**src/rtl/video_render_pipe.sv**
```systemverilog
// video_render_pipe: buffered pixel serialiser between the video fetcher and the palette/DAC.
// Fetched words enter a two-entry buffer (hold -> act) through a valid/ready handshake. The
// active word is split into 16-bit groups and emitted as 4-bit colour indices, one per ena_pix.
// Ports:
//   clk, rst_n            28 MHz clock, asynchronous active-low reset
//   pic_bits/pic_valid    fetched word and its valid strobe
//   pic_ready             buffer can accept a word (holding register empty)
//   ena_pix               pixel strobe
//   active                display window; pixels are consumed only while high
//   line_start            synchronous flush of the buffer and underrun flag
//   int_start             frame pulse, advances the flash counter
//   mode                  00 ZX attr, 01 hw-colour attr, 10 16-colour, 11 blank
//   border                border colour
//   pixels                registered colour index
//   underrun              sticky underrun flag
module video_render_pipe #(
    parameter int unsigned WORD_W  = 64,
    parameter int unsigned FLASH_W = 5
) (
    input  logic              clk,
    input  logic              rst_n,
    input  logic [WORD_W-1:0] pic_bits,
    input  logic              pic_valid,
    output logic              pic_ready,
    input  logic              ena_pix,
    input  logic              active,
    input  logic              line_start,
    input  logic              int_start,
    input  logic [1:0]        mode,
    input  logic [3:0]        border,
    output logic [3:0]        pixels,
    output logic              underrun
);

    localparam int unsigned G    = WORD_W / 16;
    localparam int unsigned GN_W = (G > 1) ? $clog2(G) : 1;
    localparam logic [GN_W-1:0] G_LAST = GN_W'(G - 1);

    logic [WORD_W-1:0]  hold_q, hold_n, act_q, act_n;
    logic               hold_v_q, hold_v_n, act_v_q, act_v_n;
    logic [GN_W-1:0]    gnum_q, gnum_n;
    logic [2:0]         pnum_q, pnum_n;
    logic [FLASH_W-1:0] flash_q, flash_n;
    logic [3:0]         pixels_n;
    logic               underrun_n;

    logic [15:0] grp;
    logic [7:0]  pix_byte, attr;
    logic        flash, pix_bit;
    logic [3:0]  ink, paper, pix_val;
    logic [3:0]  pnum_sum;
    logic        wrap, consume, word_done, show;

    assign pic_ready = ~hold_v_q;
    assign flash     = flash_q[FLASH_W-1];

    // Colour of the pixel addressed by the current gnum/pnum
    always_comb begin
        grp      = act_q[{gnum_q, 4'b0000} +: 16];
        pix_byte = grp[15:8];
        attr     = grp[7:0];
        ink      = {attr[6], attr[2:0]};
        paper    = {(mode[0] ? attr[7] : attr[6]), attr[5:3]};
        // pix_byte is MSB first, so bit index 7-pnum is ~pnum
        pix_bit  = pix_byte[~pnum_q] ^ ((mode == 2'b00) & flash & attr[7]);
        pix_val  = pix_bit ? ink : paper;
        if (mode[1]) begin
            // 16-colour: two pixels per byte, pnum bit 0 ignored
            case (pnum_q[2:1])
                2'd0:    pix_val = {attr[6], attr[2:0]};
                2'd1:    pix_val = {attr[7], attr[5:3]};
                2'd2:    pix_val = {pix_byte[6], pix_byte[2:0]};
                default: pix_val = {pix_byte[7], pix_byte[5:3]};
            endcase
        end
    end

    // Buffer, position, output and flag next-state
    always_comb begin
        hold_n     = hold_q;
        hold_v_n   = hold_v_q;
        act_n      = act_q;
        act_v_n    = act_v_q;
        gnum_n     = gnum_q;
        pnum_n     = pnum_q;
        pixels_n   = pixels;
        underrun_n = underrun;
        flash_n    = int_start ? flash_q + FLASH_W'(1) : flash_q;

        pnum_sum  = {1'b0, pnum_q} + (mode[1] ? 4'd2 : 4'd1);
        wrap      = pnum_sum[3];
        consume   = ena_pix & active & act_v_q & (mode != 2'b11);
        word_done = consume & wrap & (gnum_q == G_LAST);
        show      = active & act_v_q & (mode != 2'b11);

        if (line_start) begin
            hold_v_n   = 1'b0;
            act_v_n    = 1'b0;
            gnum_n     = '0;
            pnum_n     = '0;
            underrun_n = 1'b0;
        end else begin
            if (consume) begin
                pnum_n = pnum_sum[2:0];
                if (wrap) gnum_n = gnum_q + GN_W'(1);
                if (word_done) begin
                    // Seamless handoff when the holding register is full
                    gnum_n  = '0;
                    pnum_n  = '0;
                    act_v_n = hold_v_q;
                    if (hold_v_q) begin
                        act_n    = hold_q;
                        hold_v_n = 1'b0;
                    end
                end
            end else if (!act_v_q && hold_v_q) begin
                act_n    = hold_q;
                act_v_n  = 1'b1;
                hold_v_n = 1'b0;
                gnum_n   = '0;
                pnum_n   = '0;
            end

            // hold_v is 0 whenever a word is accepted, so this never races the handoff
            if (pic_valid && !hold_v_q) begin
                hold_n   = pic_bits;
                hold_v_n = 1'b1;
            end

            if (ena_pix) begin
                pixels_n = show ? pix_val : border;
                if (active && (mode != 2'b11) && !act_v_q) underrun_n = 1'b1;
            end
        end
    end

    // State registers
    always_ff @(posedge clk or negedge rst_n) begin
        if (!rst_n) begin
            hold_q   <= '0;
            hold_v_q <= 1'b0;
            act_q    <= '0;
            act_v_q  <= 1'b0;
            gnum_q   <= '0;
            pnum_q   <= '0;
            flash_q  <= '0;
            pixels   <= '0;
            underrun <= 1'b0;
        end else begin
            hold_q   <= hold_n;
            hold_v_q <= hold_v_n;
            act_q    <= act_n;
            act_v_q  <= act_v_n;
            gnum_q   <= gnum_n;
            pnum_q   <= pnum_n;
            flash_q  <= flash_n;
            pixels   <= pixels_n;
            underrun <= underrun_n;
        end
    end

endmodule

```
**config.mk**
```make
export PLATFORM = sky130hd
export DESIGN_NAME = video_render_pipe
export DESIGN_NICKNAME = d
export VERILOG_FILES = /design/src/rtl/video_render_pipe.sv
export SDC_FILE = /design/constraint.sdc
export NUM_CORES = 1
export LEC_CHECK = 0
export BUFFER_PORTS_ARGS = -buffer_cell sky130_fd_sc_hd__clkbuf_2
export CAP_MARGIN = 25
export CORE_UTILIZATION = 59
export CTS_BUF_LIST = sky130_fd_sc_hd__clkbuf_8
export DETAILED_ROUTE_END_ITERATION = 16
export PLACE_DENSITY = 0.78
export SYNTH_ARGS = -nofsm -noshare
export SYNTH_HDL_FRONTEND = slang
export SYNTH_SLANG_ARGS = --single-unit
```
**constraint.sdc**
```tcl
create_clock -name clk -period 3.2 [get_ports clk]
set_clock_uncertainty 0.05 [all_clocks]
set_input_delay 0.48 -clock clk [delete_from_list [all_inputs] [get_ports clk]]
set_output_delay 0.48 -clock clk [all_outputs]
set_load 0.01 [all_outputs]
```
==> results.txt <==
The count of endpoints failing hold in the final timing report is 0. The number of antenna violations at the first check in global routing came out at 0. The top cell type's share of synthesized area came out at 0.5542.

The worst slew margin relative to its limit came out at 0.5556. Of all nets on the critical path, the largest fanout is 13. The worst setup path is launched from a register. In this run, CTS created clock tree buffers numbering 17. For this run, global-route usage on met2 was measured as 0.3700. From left edge to right edge, the die measures 107.3 um. The floorplan row count came out at 38.

The critical path in this run is classified as reg -> reg. The async set-reset flop share out of synthesis is 1.000. The count of cell types in the netlist came out at 48. The wire length of the first global-routing pass is 20,650 um. The critical path data required time is 3.54 ns. The critical path arrival is 3.08 ns. The share of the yosys chip area belonging to registers came out at 0.5542. The routability-driven placement congestion ratio is 0.9233.

The time the worst path needs with I/O delays and setup is 2.743 ns. Among all flip-flop cells after synthesis, the most frequent one is sky130_fd_sc_hd__dfrtp_1. The number of diodes is 0. The total of cells resized after clock tree synthesis came out at 0. The number of buffers inserted by port buffering is 82. The starting density of the core came out at 0.6040. The most crowded layer after global routing is met2.

Power spread over the standard cell area amounts to 725.2 mW/mm2. The share of power burned in combinational logic is 0.218. The highest ir drop seen on vdd is 0.4129 mV.

The number of flops mapped to enable cells by yosys is 0. The area growth from synthesis to layout came out at 14.94%. For this design the total switching power over the nets is 1.560 mW.

The share of total power consumed by net switching is 0.2858. The cell area that synthesis handed to floorplanning was 0.006548 mm2. The startpoint identified for the worst hold timing path is pic_bits[35]. The global route total overflow is 0. Setup repair after global routing left no endpoint under its margin.

In this run the vertical extent of the chip is 107.3 um. The number of nets in the layout is 613. The clock-pin slew on the worst setup and hold paths came out at 0.08 ns. The worst hold path depth is 2.

The cell-internal power is 3.898 mW. The total count of max-transition violations in the final report is 0. Synthesis inferred 145 register bits.

The startpoint identified for the worst register-to-register timing path is gnum_q[1]. The vias after detailed routing came out at 3,947. The final cycle utilization of the critical path is 0.8571.

The number of optimization iterations in the first detailed-route pass is 4. The warning count from the yosys run came out at 0. For hold timing, the worst endpoint is hold_q[35]. By area the synthesized netlist is led by sky130_fd_sc_hd__dfrtp_1 55%, sky130_fd_sc_hd__mux2_2 12%, sky130_fd_sc_hd__mux2_1 10%, sky130_fd_sc_hd__mux4_2 6.5%, sky130_fd_sc_hd__mux2i_1 2.0%.

Of all cell types, the one taking the most synthesized area is sky130_fd_sc_hd__dfrtp_1. Ranked by instance count, the synthesized netlist is headed by 145 x sky130_fd_sc_hd__dfrtp_1, 72 x sky130_fd_sc_hd__mux2_2, 60 x sky130_fd_sc_hd__mux2_1. The buffer levels on the longest clock path came out at 2. The critical path capture point type is a register. TritonCTS built the clock tree. The highest clock frequency the design can meet is 0.3646 GHz.

The count of max-cap constraint violations is 0. The net count after synthesis came out at 523. Dividing the detail-routed wire length by the instance count gives 17.86 um. The post-detailed-route DRC marker count came out at 0. The ratio of cells with drive above 1 in the final layout is 0.4081. The routed wire length came out at 12,220 um. The mean instance size in the synthesized netlist is 14.85 um2. Setup violations remaining at the end of the flow were counted as 0. Fill cells in the final layout number 786.

The iteration-0 DRC count of the detailed router came out at 207. The cell leakage power is 3.262 nW. The largest net degree at the start of global routing is 72. The run finished with clean final reports. The post-route total power is 5.458 mW.

The die area is 0.01152 mm2. The cell count of the worst reg-to-reg path came out at 7. The maximum level of the CTS H-tree came out at 4. The remaining number of nets flagged by the antenna check after routing came out at 0. The number of global-route vias before repair is 4,082. The buffer cell driving the clock tree root is sky130_fd_sc_hd__clkbuf_8. The sum of negative setup slack came out at 0 ns. The detailed-placement wirelength estimate is 8824 um. Counting every instance in the synthesized netlist gives 441.

In this run the critical register-to-register path is captured at pixels[2]. The I/O pin total came out at 83. The placeable core region came out at 0.01084 mm2. The clock network power share is 0.254. The share of total power dissipated in sequential elements is 0.528.

The most frequently used cell type in the post-synthesis netlist is sky130_fd_sc_hd__dfrtp_1. The mean number of vias per cell is 5.770. The end-of-flow core utilization is 0.6943. The setup slack of the most critical reg-to-reg path came out at 0.46 ns. The worst hold path belongs to the class in -> reg. The global router's overall resource usage is 0.2412. The total clock sinks is 145. The clock insertion delay at the later pin of the skew report came out at 0.45 ns. The met3 capacity usage during global routing is 0.05145. The transition time of the tightest slew-check pin came out at 0.6666 ns.

The met1 track demand over resource came out at 0.3393.
## power groups by stage
stage	clock [mW]	combinational [mW]	sequential [mW]
floorplan	0	0.932	2.73
global placement	0	1.13	2.88
detailed placement	0	1.21	2.92
CTS	1.43	1.21	2.88
global route	1.48	1.32	2.97
finish	1.39	1.19	2.88
## placed cells by master (no fill, tap or decap), types with 7 or more instances in the layout
| master | Yosys | layout |
|---|---|---|
| sky130_fd_sc_hd__dfrtp_1 | 145 | 145 |
| sky130_fd_sc_hd__nor2_1 | 12 | 12 |
| sky130_fd_sc_hd__nor2b_1 | 7 | 7 |
| sky130_fd_sc_hd__mux4_2 | 19 | 19 |
| sky130_fd_sc_hd__nand2_1 | 13 | 13 |
| sky130_fd_sc_hd__clkbuf_2 | 0 | 81 |
| sky130_fd_sc_hd__mux2_1 | 60 | 60 |
| sky130_fd_sc_hd__mux2i_1 | 13 | 13 |
| sky130_fd_sc_hd__clkbuf_8 | 0 | 18 |
| sky130_fd_sc_hd__buf_4 | 4 | 7 |
| sky130_fd_sc_hd__mux2_2 | 72 | 72 |
## critical path, stage by stage, from the launching register on
cell and delay, ns:
sky130_fd_sc_hd__dfrtp_1 0.77, sky130_fd_sc_hd__buf_4 0.28, sky130_fd_sc_hd__mux2i_1 0.30, sky130_fd_sc_hd__a222oi_1 0.15
sky130_fd_sc_hd__a22oi_1 0.37, sky130_fd_sc_hd__and2_1 0.33, sky130_fd_sc_hd__mux2i_1 0.22, sky130_fd_sc_hd__o2111a_1 0.20
## final cells by class
class / count / area (um2) / area share
inverter: 4 / 15.01 / 0.001995
tap: 140 / 175.2 / 0.02328
timing repair buffer: 94 / 559.3 / 0.07431
sequential: 145 / 3628 / 0.4821
clock inverter: 14 / 141.4 / 0.01879
clock buffer: 18 / 247.7 / 0.03292
multi-input combinational: 269 / 2759 / 0.3666
## per-layer routing
layer | part of all wire | up-vias
li1 | - | 1810
met1 | 0.47 | 2025
met2 | 0.48 | 97
met3 | 0.040 | 15
met4 | 0.016 | 0
met5 | 0 | -
## state kept, by name, summed over array words and instances (netlist names)
| signal | flops |
|---|---|
| act_v_q | 1 |
| pnum_q | 3 |
| hold_q | 64 |
| flash_q | 5 |
| hold_v_q | 1 |
| gnum_q | 2 |
| act_q | 64 |
| underrun | 1 |
| pixels | 4 |
## worst max-delay path by stage
stage	start	endpoint	slack, ns	depth (start not counted)
finish	gnum_q[1]	pixels[2]	0.46	7
global route	gnum_q[1]	pixels[0]	0.19	7
CTS	gnum_q[1]	pixels[2]	0.48	7
detailed placement	mode[1]	act_q[50]	0.30	10
global placement	mode[1]	act_q[62]	0.42	10
floorplan	mode[1]	act_q[0]	0.36	10
## cells by family after synthesis
kind of cell / Yosys count / synth area share
AND/OR/NAND/NOR: 60 / 0.04911
multiplexers: 164 / 0.3122
AO/OA/AOI/OAI: 36 / 0.04319
XOR/XNOR: 4 / 0.005352
buffers and inverters: 27 / 0.02522
flip-flops: 145 / 0.5542
adder cells (fa/ha/maj): 5 / 0.01070
## stage by stage
step                area, um2  setup WS [ns]  instances  hold WS (ns)
global route             7526         0.1907        684        0.1865
CTS                      7526         0.4766        684        0.1763
detailed placement       7127         0.2975        651        0.4247
floorplan                6548         0.3604        441        0.1344
finish                   7526         0.4573        684        0.2041
global placement         7127         0.4223        651        0.4131
## what timing repair did
action / CTS / global route
buffers inserted: 0 / 0
hold buffers: 1 / 0
endpoints found under the hold margin: 30 / 0
No activity file was read; power rests on OpenSTA's default activity.
